### src/rtl/i2c_regbank_pkg.sv
// Shared types and constants for the I2C/host register bank arbiter.
package i2c_regbank_pkg;

    localparam int unsigned DEFAULT_DEPTH = 16;
    // Addresses below this limit are read-only from I2C when write protection is built in.
    localparam int unsigned WPROT_LIMIT   = 4;

    typedef enum logic [1:0] {
        StIdle,
        StI2cWr,
        StI2cRd,
        StHost
    } arb_state_e;

    function automatic logic addr_in_range(input logic [7:0] addr, input int unsigned depth);
        return {24'd0, addr} < depth;
    endfunction

endpackage

### src/rtl/i2c_regbank_arbiter_if.sv
// Bus bundle between the I2C slave front-end, the host and the register bank arbiter.
import i2c_regbank_pkg::*;

interface i2c_regbank_arbiter_if #(
    parameter int unsigned HOST_AW = $clog2(DEFAULT_DEPTH)
);
    logic               i2c_rw;
    logic [7:0]         i2c_addr;
    logic               i2c_wen;
    logic [7:0]         i2c_wdata;
    logic               i2c_rdata_used;
    logic [7:0]         i2c_rdata;
    logic               host_req;
    logic               host_we;
    logic [HOST_AW-1:0] host_addr;
    logic [7:0]         host_wdata;
    logic               host_gnt;
    logic [7:0]         host_rdata;
    logic               host_rvalid;
    logic               ovf;

    modport slave (
        input  i2c_rw, i2c_addr, i2c_wen, i2c_wdata, i2c_rdata_used,
        input  host_req, host_we, host_addr, host_wdata,
        output i2c_rdata, host_gnt, host_rdata, host_rvalid, ovf
    );

    modport master (
        output i2c_rw, i2c_addr, i2c_wen, i2c_wdata, i2c_rdata_used,
        output host_req, host_we, host_addr, host_wdata,
        input  i2c_rdata, host_gnt, host_rdata, host_rvalid, ovf
    );

endinterface

### src/rtl/regbank_sp.sv
// Single-port byte register bank: one access per cycle, synchronous write, registered read.
module regbank_sp #(
    parameter int unsigned DEPTH = 16,
    parameter int unsigned AW    = 4
) (
    input  logic          clk,
    input  logic          rst,
    input  logic          en,
    input  logic          we,
    input  logic [AW-1:0] addr,
    input  logic [7:0]    wdata,
    output logic [7:0]    rdata
);

    logic [7:0] mem [DEPTH];

    always_ff @(posedge clk or posedge rst) begin
        if (rst) begin
            for (int i = 0; i < int'(DEPTH); i++) begin
                mem[i] <= 8'h00;
            end
            rdata <= 8'h00;
        end else if (en) begin
            if (we) begin
                mem[addr] <= wdata;
            end else begin
                rdata <= mem[addr];
            end
        end
    end

endmodule

### src/rtl/i2c_regbank_arbiter.sv
// Arbitrates one single-port register bank between an I2C slave and a host port.
// Build option: define I2C_REGBANK_WPROT_EN to make the low addresses read-only from I2C.
module i2c_regbank_arbiter
    import i2c_regbank_pkg::*;
#(
    parameter int unsigned DEPTH   = DEFAULT_DEPTH,
    parameter int unsigned HOST_AW = $clog2(DEPTH)
) (
    input logic                  clk,
    input logic                  rst,
    i2c_regbank_arbiter_if.slave bus
);

    arb_state_e state_q, state_d;
    logic       last_host_q, last_host_d;

    logic       pend_q, pend_d;
    logic [7:0] pend_addr_q, pend_addr_d;
    logic [7:0] pend_data_q, pend_data_d;
    logic       ovf_q, ovf_d;
    logic       host_pend_q, host_pend_d;

    logic       stale_q, stale_d;
    logic [7:0] fetch_addr_q, fetch_addr_d;
    logic       fill_q, fill_oor_q;
    logic [7:0] i2c_rdata_q, i2c_rdata_int;
    logic       rvalid_q;

    logic               bank_en, bank_we;
    logic [HOST_AW-1:0] bank_addr;
    logic [7:0]         bank_wdata, bank_rdata;

    logic i2c_in_range, pend_in_range, fetch_in_range, pend_wprot;
    logic wr_hit, wr_rq, rd_rq, host_rq, drain;
    logic unused_rw;

    assign unused_rw      = bus.i2c_rw;
    assign i2c_in_range   = addr_in_range(bus.i2c_addr, DEPTH);
    assign pend_in_range  = addr_in_range(pend_addr_q, DEPTH);
    assign fetch_in_range = addr_in_range(fetch_addr_q, DEPTH);

`ifdef I2C_REGBANK_WPROT_EN
    assign pend_wprot = {24'd0, pend_addr_q} < WPROT_LIMIT;
`else
    assign pend_wprot = 1'b0;
`endif

    // Bank port is owned by whichever slot is active this cycle.
    always_comb begin
        bank_en    = 1'b0;
        bank_we    = 1'b0;
        bank_addr  = bus.host_addr;
        bank_wdata = bus.host_wdata;
        unique case (state_q)
            StI2cWr: begin
                bank_addr  = pend_addr_q[HOST_AW-1:0];
                bank_wdata = pend_data_q;
                bank_en    = pend_in_range & ~pend_wprot;
                bank_we    = pend_in_range & ~pend_wprot;
            end
            StI2cRd: begin
                bank_addr = bus.i2c_addr[HOST_AW-1:0];
                bank_en   = i2c_in_range;
            end
            StHost: begin
                bank_en = 1'b1;
                bank_we = bus.host_we;
            end
            default: ;
        endcase
    end

    assign wr_hit = bank_we & fetch_in_range & (bank_addr == fetch_addr_q[HOST_AW-1:0]);

    // Pending I2C write buffer; a write arriving while it is full and not draining is lost.
    always_comb begin
        drain       = (state_q == StI2cWr);
        pend_d      = pend_q & ~drain;
        pend_addr_d = pend_addr_q;
        pend_data_d = pend_data_q;
        ovf_d       = ovf_q;
        if (bus.i2c_wen) begin
            if (pend_d) begin
                ovf_d = 1'b1;
            end else begin
                pend_d      = 1'b1;
                pend_addr_d = bus.i2c_addr;
                pend_data_d = bus.i2c_wdata;
            end
        end
        host_pend_d = bus.host_req & (state_q != StHost);
    end

    // Slot scheduling for the next cycle; requests are judged as they stand after this slot.
    always_comb begin
        fetch_addr_d = fetch_addr_q;
        if (state_q == StI2cRd) begin
            fetch_addr_d = bus.i2c_addr;
            stale_d      = bus.i2c_rdata_used;
        end else begin
            stale_d = stale_q | (bus.i2c_addr != fetch_addr_q) | bus.i2c_rdata_used | wr_hit;
        end

        wr_rq   = pend_q & (state_q != StI2cWr);
        host_rq = host_pend_q & (state_q != StHost);
        rd_rq   = stale_d;

        state_d     = StIdle;
        last_host_d = last_host_q;
        if (wr_rq) begin
            state_d = StI2cWr;
        end else if (rd_rq && (!host_rq || last_host_q)) begin
            state_d     = StI2cRd;
            last_host_d = 1'b0;
        end else if (host_rq) begin
            state_d     = StHost;
            last_host_d = 1'b1;
        end
    end

    // The registered bank read lands one cycle after an I2C_RD slot; pass it straight through.
    assign i2c_rdata_int = fill_q ? (fill_oor_q ? 8'h00 : bank_rdata) : i2c_rdata_q;

    always_ff @(posedge clk or posedge rst) begin
        if (rst) begin
            state_q      <= StIdle;
            last_host_q  <= 1'b0;
            pend_q       <= 1'b0;
            pend_addr_q  <= 8'h00;
            pend_data_q  <= 8'h00;
            ovf_q        <= 1'b0;
            host_pend_q  <= 1'b0;
            stale_q      <= 1'b1;
            fetch_addr_q <= 8'h00;
            fill_q       <= 1'b0;
            fill_oor_q   <= 1'b0;
            i2c_rdata_q  <= 8'h00;
            rvalid_q     <= 1'b0;
        end else begin
            state_q      <= state_d;
            last_host_q  <= last_host_d;
            pend_q       <= pend_d;
            pend_addr_q  <= pend_addr_d;
            pend_data_q  <= pend_data_d;
            ovf_q        <= ovf_d;
            host_pend_q  <= host_pend_d;
            stale_q      <= stale_d;
            fetch_addr_q <= fetch_addr_d;
            fill_q       <= (state_q == StI2cRd);
            fill_oor_q   <= ~i2c_in_range;
            i2c_rdata_q  <= i2c_rdata_int;
            rvalid_q     <= (state_q == StHost) & ~bus.host_we;
        end
    end

    regbank_sp #(
        .DEPTH (DEPTH),
        .AW    (HOST_AW)
    ) u_bank (
        .clk   (clk),
        .rst   (rst),
        .en    (bank_en),
        .we    (bank_we),
        .addr  (bank_addr),
        .wdata (bank_wdata),
        .rdata (bank_rdata)
    );

    assign bus.i2c_rdata   = i2c_rdata_int;
    assign bus.host_gnt    = (state_q == StHost);
    assign bus.host_rdata  = bank_rdata;
    assign bus.host_rvalid = rvalid_q;
    assign bus.ovf         = ovf_q;

endmodule

### src/flat_wrapper.sv
// flat-port wrapper written by rule: the top's interface ports become plain ports
module i2c_regbank_arbiter_flat import i2c_regbank_pkg::*;
#(
    parameter int unsigned DEPTH   = DEFAULT_DEPTH,
    parameter int unsigned HOST_AW = $clog2(DEPTH)
)
  (clk, rst, bus_i2c_rw, bus_i2c_addr, bus_i2c_wen, bus_i2c_wdata, bus_i2c_rdata_used, bus_host_req, bus_host_we, bus_host_addr, bus_host_wdata, bus_i2c_rdata, bus_host_gnt, bus_host_rdata, bus_host_rvalid, bus_ovf);
  i2c_regbank_arbiter_if #(.HOST_AW(HOST_AW)) bus_i ();
  input logic clk;
  input logic rst;
  input wire logic [$bits(bus_i.i2c_rw)-1:0] bus_i2c_rw;
  input wire logic [$bits(bus_i.i2c_addr)-1:0] bus_i2c_addr;
  input wire logic [$bits(bus_i.i2c_wen)-1:0] bus_i2c_wen;
  input wire logic [$bits(bus_i.i2c_wdata)-1:0] bus_i2c_wdata;
  input wire logic [$bits(bus_i.i2c_rdata_used)-1:0] bus_i2c_rdata_used;
  input wire logic [$bits(bus_i.host_req)-1:0] bus_host_req;
  input wire logic [$bits(bus_i.host_we)-1:0] bus_host_we;
  input wire logic [$bits(bus_i.host_addr)-1:0] bus_host_addr;
  input wire logic [$bits(bus_i.host_wdata)-1:0] bus_host_wdata;
  output wire logic [$bits(bus_i.i2c_rdata)-1:0] bus_i2c_rdata;
  output wire logic [$bits(bus_i.host_gnt)-1:0] bus_host_gnt;
  output wire logic [$bits(bus_i.host_rdata)-1:0] bus_host_rdata;
  output wire logic [$bits(bus_i.host_rvalid)-1:0] bus_host_rvalid;
  output wire logic [$bits(bus_i.ovf)-1:0] bus_ovf;
  assign bus_i.i2c_rw = bus_i2c_rw;
  assign bus_i.i2c_addr = bus_i2c_addr;
  assign bus_i.i2c_wen = bus_i2c_wen;
  assign bus_i.i2c_wdata = bus_i2c_wdata;
  assign bus_i.i2c_rdata_used = bus_i2c_rdata_used;
  assign bus_i.host_req = bus_host_req;
  assign bus_i.host_we = bus_host_we;
  assign bus_i.host_addr = bus_host_addr;
  assign bus_i.host_wdata = bus_host_wdata;
  assign bus_i2c_rdata = bus_i.i2c_rdata;
  assign bus_host_gnt = bus_i.host_gnt;
  assign bus_host_rdata = bus_i.host_rdata;
  assign bus_host_rvalid = bus_i.host_rvalid;
  assign bus_ovf = bus_i.ovf;
  i2c_regbank_arbiter #(.DEPTH(DEPTH), .HOST_AW(HOST_AW)) u_core (.clk(clk), .rst(rst), .bus(bus_i));
endmodule
### config.mk
export PLATFORM = sky130hd
export DESIGN_NAME = i2c_regbank_arbiter_flat
export DESIGN_NICKNAME = d
export VERILOG_FILES = /design/src/rtl/i2c_regbank_pkg.sv /design/src/rtl/i2c_regbank_arbiter_if.sv /design/src/rtl/regbank_sp.sv /design/src/rtl/i2c_regbank_arbiter.sv /design/src/flat_wrapper.sv
export SDC_FILE = /design/constraint.sdc
export NUM_CORES = 1
export LEC_CHECK = 0
export BUFFER_PORTS_ARGS = -buffer_cell sky130_fd_sc_hd__buf_2
export CORE_MARGIN = 4
export CORE_UTILIZATION = 45
export DETAILED_ROUTE_END_ITERATION = 8
export PLACE_DENSITY = 0.63
export REMOVE_ABC_BUFFERS = 1
export SKIP_LAST_GASP = 1
export SLEW_MARGIN = 20
export SYNTH_ARGS = -nofsm -noshare
export SYNTH_HDL_FRONTEND = slang
export SYNTH_SLANG_ARGS = --single-unit
export TNS_END_PERCENT = 1
### constraint.sdc
create_clock -name clk -period 5.2 [get_ports clk]
set_clock_uncertainty 0.1 [all_clocks]
set_input_delay 0.26 -clock clk [delete_from_list [all_inputs] [get_ports clk]]
set_output_delay 0.26 -clock clk [all_outputs]
set_load 0.02 [all_outputs]
==> results of run 1 <==
[tightest hold or removal path, cell delays in order]
cell    delay, ns
buf_2        0.13
nor4_1       0.07
inv_1        0.05
[path summary, 6_finish.rpt]
path | from | slack (ns) | endpoint | cells past startpoint
worst max-delay path | u_core.state_q[0] | 1.55 | u_core.u_bank.rdata[4] | 9
worst min-delay path | bus_i2c_addr[7] | 0.01 | u_core.fill_oor_q | 3
worst max register to register | u_core.state_q[0] | 1.55 | u_core.u_bank.rdata[4] | 9
worst min register to register | u_core.u_bank.mem[112] | 0.38 | u_core.u_bank.mem[112] | 2
max in group asynchronous | rst | 3.46 | u_core.u_bank.mem[76] | 4
min in group asynchronous | rst | 0.41 | u_core.i2c_rdata_q[7] | 3
[through the flow]
stage	power (W)	instances
global route	0.00729	1092
CTS	0.00680	1092
detailed placement	0.00546	1046
floorplan	0.00441	753
global placement	0.00541	1046
finish	0.00679	1092
[sequential cells by signal (all words and copies together), names as in the netlist, 2 cells and up]
register,cells
u_core.fetch_addr_q,8
u_core.u_bank.rdata,8
u_core.state_q,2
u_core.u_bank.mem,128
u_core.i2c_rdata_q,8
u_core.pend_addr_q,8
u_core.pend_data_q,8
[logic make-up after synthesis]
logic type	Yosys count	share of synthesized area [%]
simple gates	252	13.3
compound gates	228	16.5
flops	178	54.9
buf+inv	84	5.09
mux	64	8.29
xor+xnor	11	1.19
fa+ha+maj	5	0.771
[layout by cell type, fill, tap and decap left out, types with 17 or more instances in the layout]
cell	count
a21oi_1	25
buf_2	52
clkbuf_16	17
dfrtp_1	177
mux2_2	26
mux2i_1	38
nand2_1	199
o21ai_0	84
o21ai_1	47
o22ai_1	21
[layer usage]
layer	vias up	track usage, %
met1	2907	31.0
met5	-	0
li1	2917	-
met3	17	4.13
met2	100	31.0
met4	0	5.00
[report_power, final]
part / leakage (nW) / switching [W] / internal [W]
registers: 2.30 / 0.000375 / 0.00201
logic: 1.53 / 0.00199 / 0.00111
clock network: 0.292 / 0.000591 / 0.000724
[layout make-up]
class / count / area, um2
fill: 1597 / 8310
sequential: 178 / 4460
multi-input combinational: 560 / 3250
timing repair buffer: 82 / 520
clock buffer: 17 / 425
tap: 225 / 282
clock inverter: 15 / 171
inverter: 15 / 61.3
==> run_results.csv, run 1 <==
group,metric,value,unit
yosys,synth_commonest_cells,"199 x nand2_1, 177 x dfrtp_1, 84 x o21ai_0",
clock_network,hold_buffers,14,
route,drtIter0Drc,389,
route,wl_met2,8730,um
yosys,synthTopCellsByArea,"dfrtp_1 55%, nand2_1 9.2%, o21ai_0 5.2%",
route,viasPerCell,5.44,
sta,hold_ws,0.0103,ns
yosys,synth_top_cell_area_share,54.6,%
placed_design,hpwl,12300,um
cells_and_area,syn2layout_area_growth,13.0,%
sta,hold_viol,0,
cells_and_area,fin_nets,894,
cells_and_area,utilization,52.5,%
power_and_ir_drop,ir_worst_vdd,0.428,mV
global_routing,overflow,0,
setup_path,path_class,"flop to flop",
cells_and_area,design_area,9170,um2
route,wl_per_cell,17.8,um
power_and_ir_drop,p_leak,4.13,nW
setup_path,critPathBufInv,2,
placed_design,gp_congestion,0.775,
sta,fmax,274,MHz
die,die_area,20200,um2
placed_design,placed_area,8430,um2
route,wl_met1,9730,um
sta,rsz0062_at_grt,"no",
placed_design,pre_cts_ws,1.60,ns
die,die_h,142,um
yosys,synth.distinct_cells,50,
global_routing,grt_util_all_layers,20.6,%
clock_network,cts_buffers,17,
sta,fin_ws,1.55,ns
clock_network,cts_tree,"yes",
route,wl_met3,668,um
clock_network,cts_resized,0,
clock_network,cts_max_path_buffers,2,
sta,setup_viol,0,
global_routing,first_global_vias,5954,
setup_path,cp_slowest_stage_delay,0.73,ns
cells_and_area,n_antenna_cell,0,
clock_network,htreeDepth,4,
sta,period_minus_slack,3.65,ns
sta,slew_viol_final,0,
hold_path,worstHoldPathType,"primary input to flop",
flow_run,maxCapViolCount,0,
route,drc,0,
setup_path,startpoint_type,"flop",
yosys,seq_area_frac_synth,54.9,%
die,io_pins,54,
route,top_layer_used,"met4",
global_routing,antenna_found_initial,0,
yosys,synth_area,8120,um2
placed_design,port_buffers,52,
sta,post-route-period-util,70.2,%
sta,totalNegativeSetupSlack,0,ns
global_routing,grt_pass1_wl,32600,um
sta,max_slew.worst_pin.slew,0.978,ns
setup_path,required,5.44,ns
route,vias,5941,
yosys,synth_warnings,0,
yosys,synth_seq_cells,178,
yosys,synth_cells,822,
yosys,synth-main-ff-cell,"dfrtp_1",
setup_path,arrival,3.89,ns
clock_network,clk_latency,0.43,ns
yosys,async_flop_share,100,%
clock_network,clk_pin_slew,0.07,ns
die,coreArea,17500,um2
setup_path,cp_cell_sequence,"inv_1 -> ha_1 -> a22oi_1 -> a21o_2 -> buf_4 -> nor2_1 -> a22o_1 -> or4_1 -> o211ai_1",
die,die_w,142,um
status,status,"completed",
die,rows,48,
clock_network,cts_setup_buffers,0,
sta,slew_headroom,34.5,%
yosys,synth-edff-count,0,
yosys,yosysTopAreaCell,"dfrtp_1",
yosys,syn_area_per_cell,9.87,um2
die,start_util,46.4,%
setup_path,cp-end-kind,"flop",
global_routing,grt_max_degree,75,
setup_path,critPathMaxFanout,33,
setup_path,cp_top_family,"compound AO/OA/AOI/OAI gates",
setup_path,slowest_stage,"a21o_2",
route,routed_wl,19400,um
route,dr.pass1.iters,4,
clock_network,cts_root_buffer,"clkbuf_16",
clock_network,clock_sink_count,178,
power_and_ir_drop,power.density,741,nW/um2
route,ant_nets,0,
yosys,synth_most_common_cell,"nand2_1",
cells_and_area,drive_gt1_share,16.4,%
Note: power is estimated with default switching activity, not from simulation.
==> run 2, diff against run 1 <==
Settings changed: PLACE_DENSITY 0.63 to 0.6.
Clock period 5.2 ns to 3.6 ns, I/O delays scaled along.
==> run_results.csv, run 2 (same netlist as run 1, synthesis figures left out) <==
group,metric,value,unit
setup_path,crit_top_cell,"nand2_1",
die,die_area,20200,um2
setup_path,required,3.79,ns
placed_design,port_buffers,52,
route,drtIter0Drc,405,
clock_network,cts_buffers,17,
route,dr.pass1.iters,4,
clock_network,htreeDepth,4,
clock_network,clk_pin_slew,0.07,ns
setup_path,cp-startpoint,"u_core.state_q[0]",
power_and_ir_drop,sw_frac_of_total,43.2,%
global_routing,antenna_found_initial,0,
sta,fmax,302,MHz
setup_path,cp_slowest_stage_delay,0.71,ns
route,vias,6076,
power_and_ir_drop,p_total,0.00976,W
flow_run,maxCapViolCount,0,
sta,setup_viol,0,
global_routing,overflow,0,
cells_and_area,fillers,1531,
power_and_ir_drop,clockPowerShare,18.2,%
clock_network,clock_sink_count,178,
die,start_util,46.4,%
setup_path,startpoint_type,"flop",
sta,slew_viol_final,0,
global_routing,grt_util_all_layers,19.9,%
setup_path,arrival,3.50,ns
die,die_h,142,um
placed_design,hpwl,13200,um
route,routed_wl,19200,um
power_and_ir_drop,p_int,0.00554,W
cells_and_area,n_antenna_cell,0,
die,coreArea,17500,um2
cells_and_area,final_common_cell,"nand2_1",
setup_path,cp_cell_sequence,"inv_1 -> ha_1 -> a22oi_1 -> a21o_2 -> nand2_1 -> or3_1 -> nand2_1 -> o21ai_0",
power_and_ir_drop,p_comb_share,46.7,%
global_routing,grt_max_degree,95,
clock_network,cts_max_path_buffers,2,
setup_path,critPathBufInv,1,
power_and_ir_drop,p_seq_share,35.1,%
global_routing,grt_pass1_wl,31600,um
global_routing,first_global_vias,5979,
cells_and_area,syn2layout_area_growth,14.2,%
cells_and_area,layout_common_cells,"199 x nand2_1, 177 x dfrtp_1, 84 x o21ai_0",
setup_path,critPathMaxFanout,20,
cells_and_area,regMostFlops,"u_core.u_bank.mem",
route,wl_per_cell,17.4,um
status,status,"completed",
sta,rsz0062_at_grt,"no",
sta,slew_headroom,44.4,%
cells_and_area,fin_nets,907,
sta,hold_viol,0,
setup_path,slowest_stage,"or3_1",
die,die_w,142,um
cells_and_area,drive_gt1_share,16.8,%
sta,max_slew.worst_pin.slew,0.833,ns
sta,period_minus_slack,3.31,ns
clock_network,clk_latency,0.42,ns
power_and_ir_drop,p_switching,0.00422,W
sta,totalNegativeSetupSlack,0,ns
setup_path,path_class,"flop to flop",
hold_path,min_from,"bus_host_wdata[0]",
power_and_ir_drop,p_leak,4.18,nW
route,viasPerCell,5.50,
setup_path,cp_top_family,"simple AND/OR/NAND/NOR gates",
sta,post-route-period-util,92.0,%
die,rows,48,
placed_design,gp_congestion,0.852,
cells_and_area,utilization,53.0,%
clock_network,cts_tree,"yes",
cells_and_area,largest_reg_flops,128,
hold_path,worstHoldPathType,"primary input to flop",
clock_network,cts_root_buffer,"clkbuf_16",
die,io_pins,54,
setup_path,cp-end-kind,"flop",
setup_path,worstReg2RegStart,"u_core.state_q[0]",
power_and_ir_drop,power.density,1050,nW/um2
power_and_ir_drop,ir_worst_vdd,0.629,mV
route,ant_nets,0,
route,drc,0,
==> run 2: changes by cell type in the layout (fill, tap and decap cells not counted) <==
| cell | delta |
|---|---|
| dlygate4sd3_1 | +7 |
| buf_4 | +5 |
| inv_6 | -3 |
| clkinv_2 | +2 |
| buf_12 | +1 |
| bufinv_16 | -1 |
| clkbuf_8 | +1 |
| clkinv_4 | +1 |
| clkinvlp_4 | +1 |
| inv_8 | -1 |
==> run 2: stage by stage <==
stage / hold WS [ns] / setup slack, ns / instances / instance area (um2)
after floorplan: 0.156 / -1.51 / 753 / 7760
after global placement: 0.275 / 0.395 / 1052 / 8490
after detailed placement: 0.275 / 0.329 / 1052 / 8490
after CTS: 0.137 / 0.277 / 1105 / 9270
after global routing: 0.157 / 0.0537 / 1105 / 9270
final: 0.152 / 0.287 / 1105 / 9270
==> run 2: cell type report <==
type	instances	area, um2	area share, %
sequential	178	4460	48.1
multi-input combinational	560	3250	35.1
timing repair buffer	95	648	6.99
clock buffer	18	439	4.74
tap	225	282	3.04
clock inverter	14	130	1.40
inverter	15	61.3	0.661
==> run 2: repair_timing <==
item	in CTS	in global routing
setup buffers	0	0
hold endpoints to repair	121	0
resized for setup	0	0
setup endpoints to repair	0	0
hold buffers	21	0
==> run 2: tightest hold or removal path: cells and delay by family <==
family          cells  cell delay (ns)
compound gates      1             0.12
buf+inv             2             0.28
mux                 1             0.05
==> run 2: final timing paths <==
check                                         end  slack [ns]  cells after the start
min reg2reg                        u_core.bus.ovf        0.37                      1
max                        u_core.u_bank.mem[123]        0.29                      8
max reg2reg                u_core.u_bank.mem[123]        0.29                      8
min                          u_core.u_bank.mem[0]        0.15                      4
min in group asynchronous   u_core.i2c_rdata_q[3]        0.39                      3
max in group asynchronous   u_core.u_bank.mem[97]        2.13                      4
==> run 2: power by group through the flow <==
stage / clock network [W] / logic [W] / registers, W
after detailed placement: 0 / 0.00453 / 0.00346
final: 0.00178 / 0.00456 / 0.00343
after floorplan: 0 / 0.00300 / 0.00337
after global routing: 0.00190 / 0.00503 / 0.00354
after global placement: 0 / 0.00443 / 0.00341
after CTS: 0.00181 / 0.00457 / 0.00343
==> run 2: metal layers <==
layer	routed length, um	GRT usage, %
met1	8840	28.2
met2	9090	30.8
met3	898	3.80
met4	380	7.40
met5	0	0
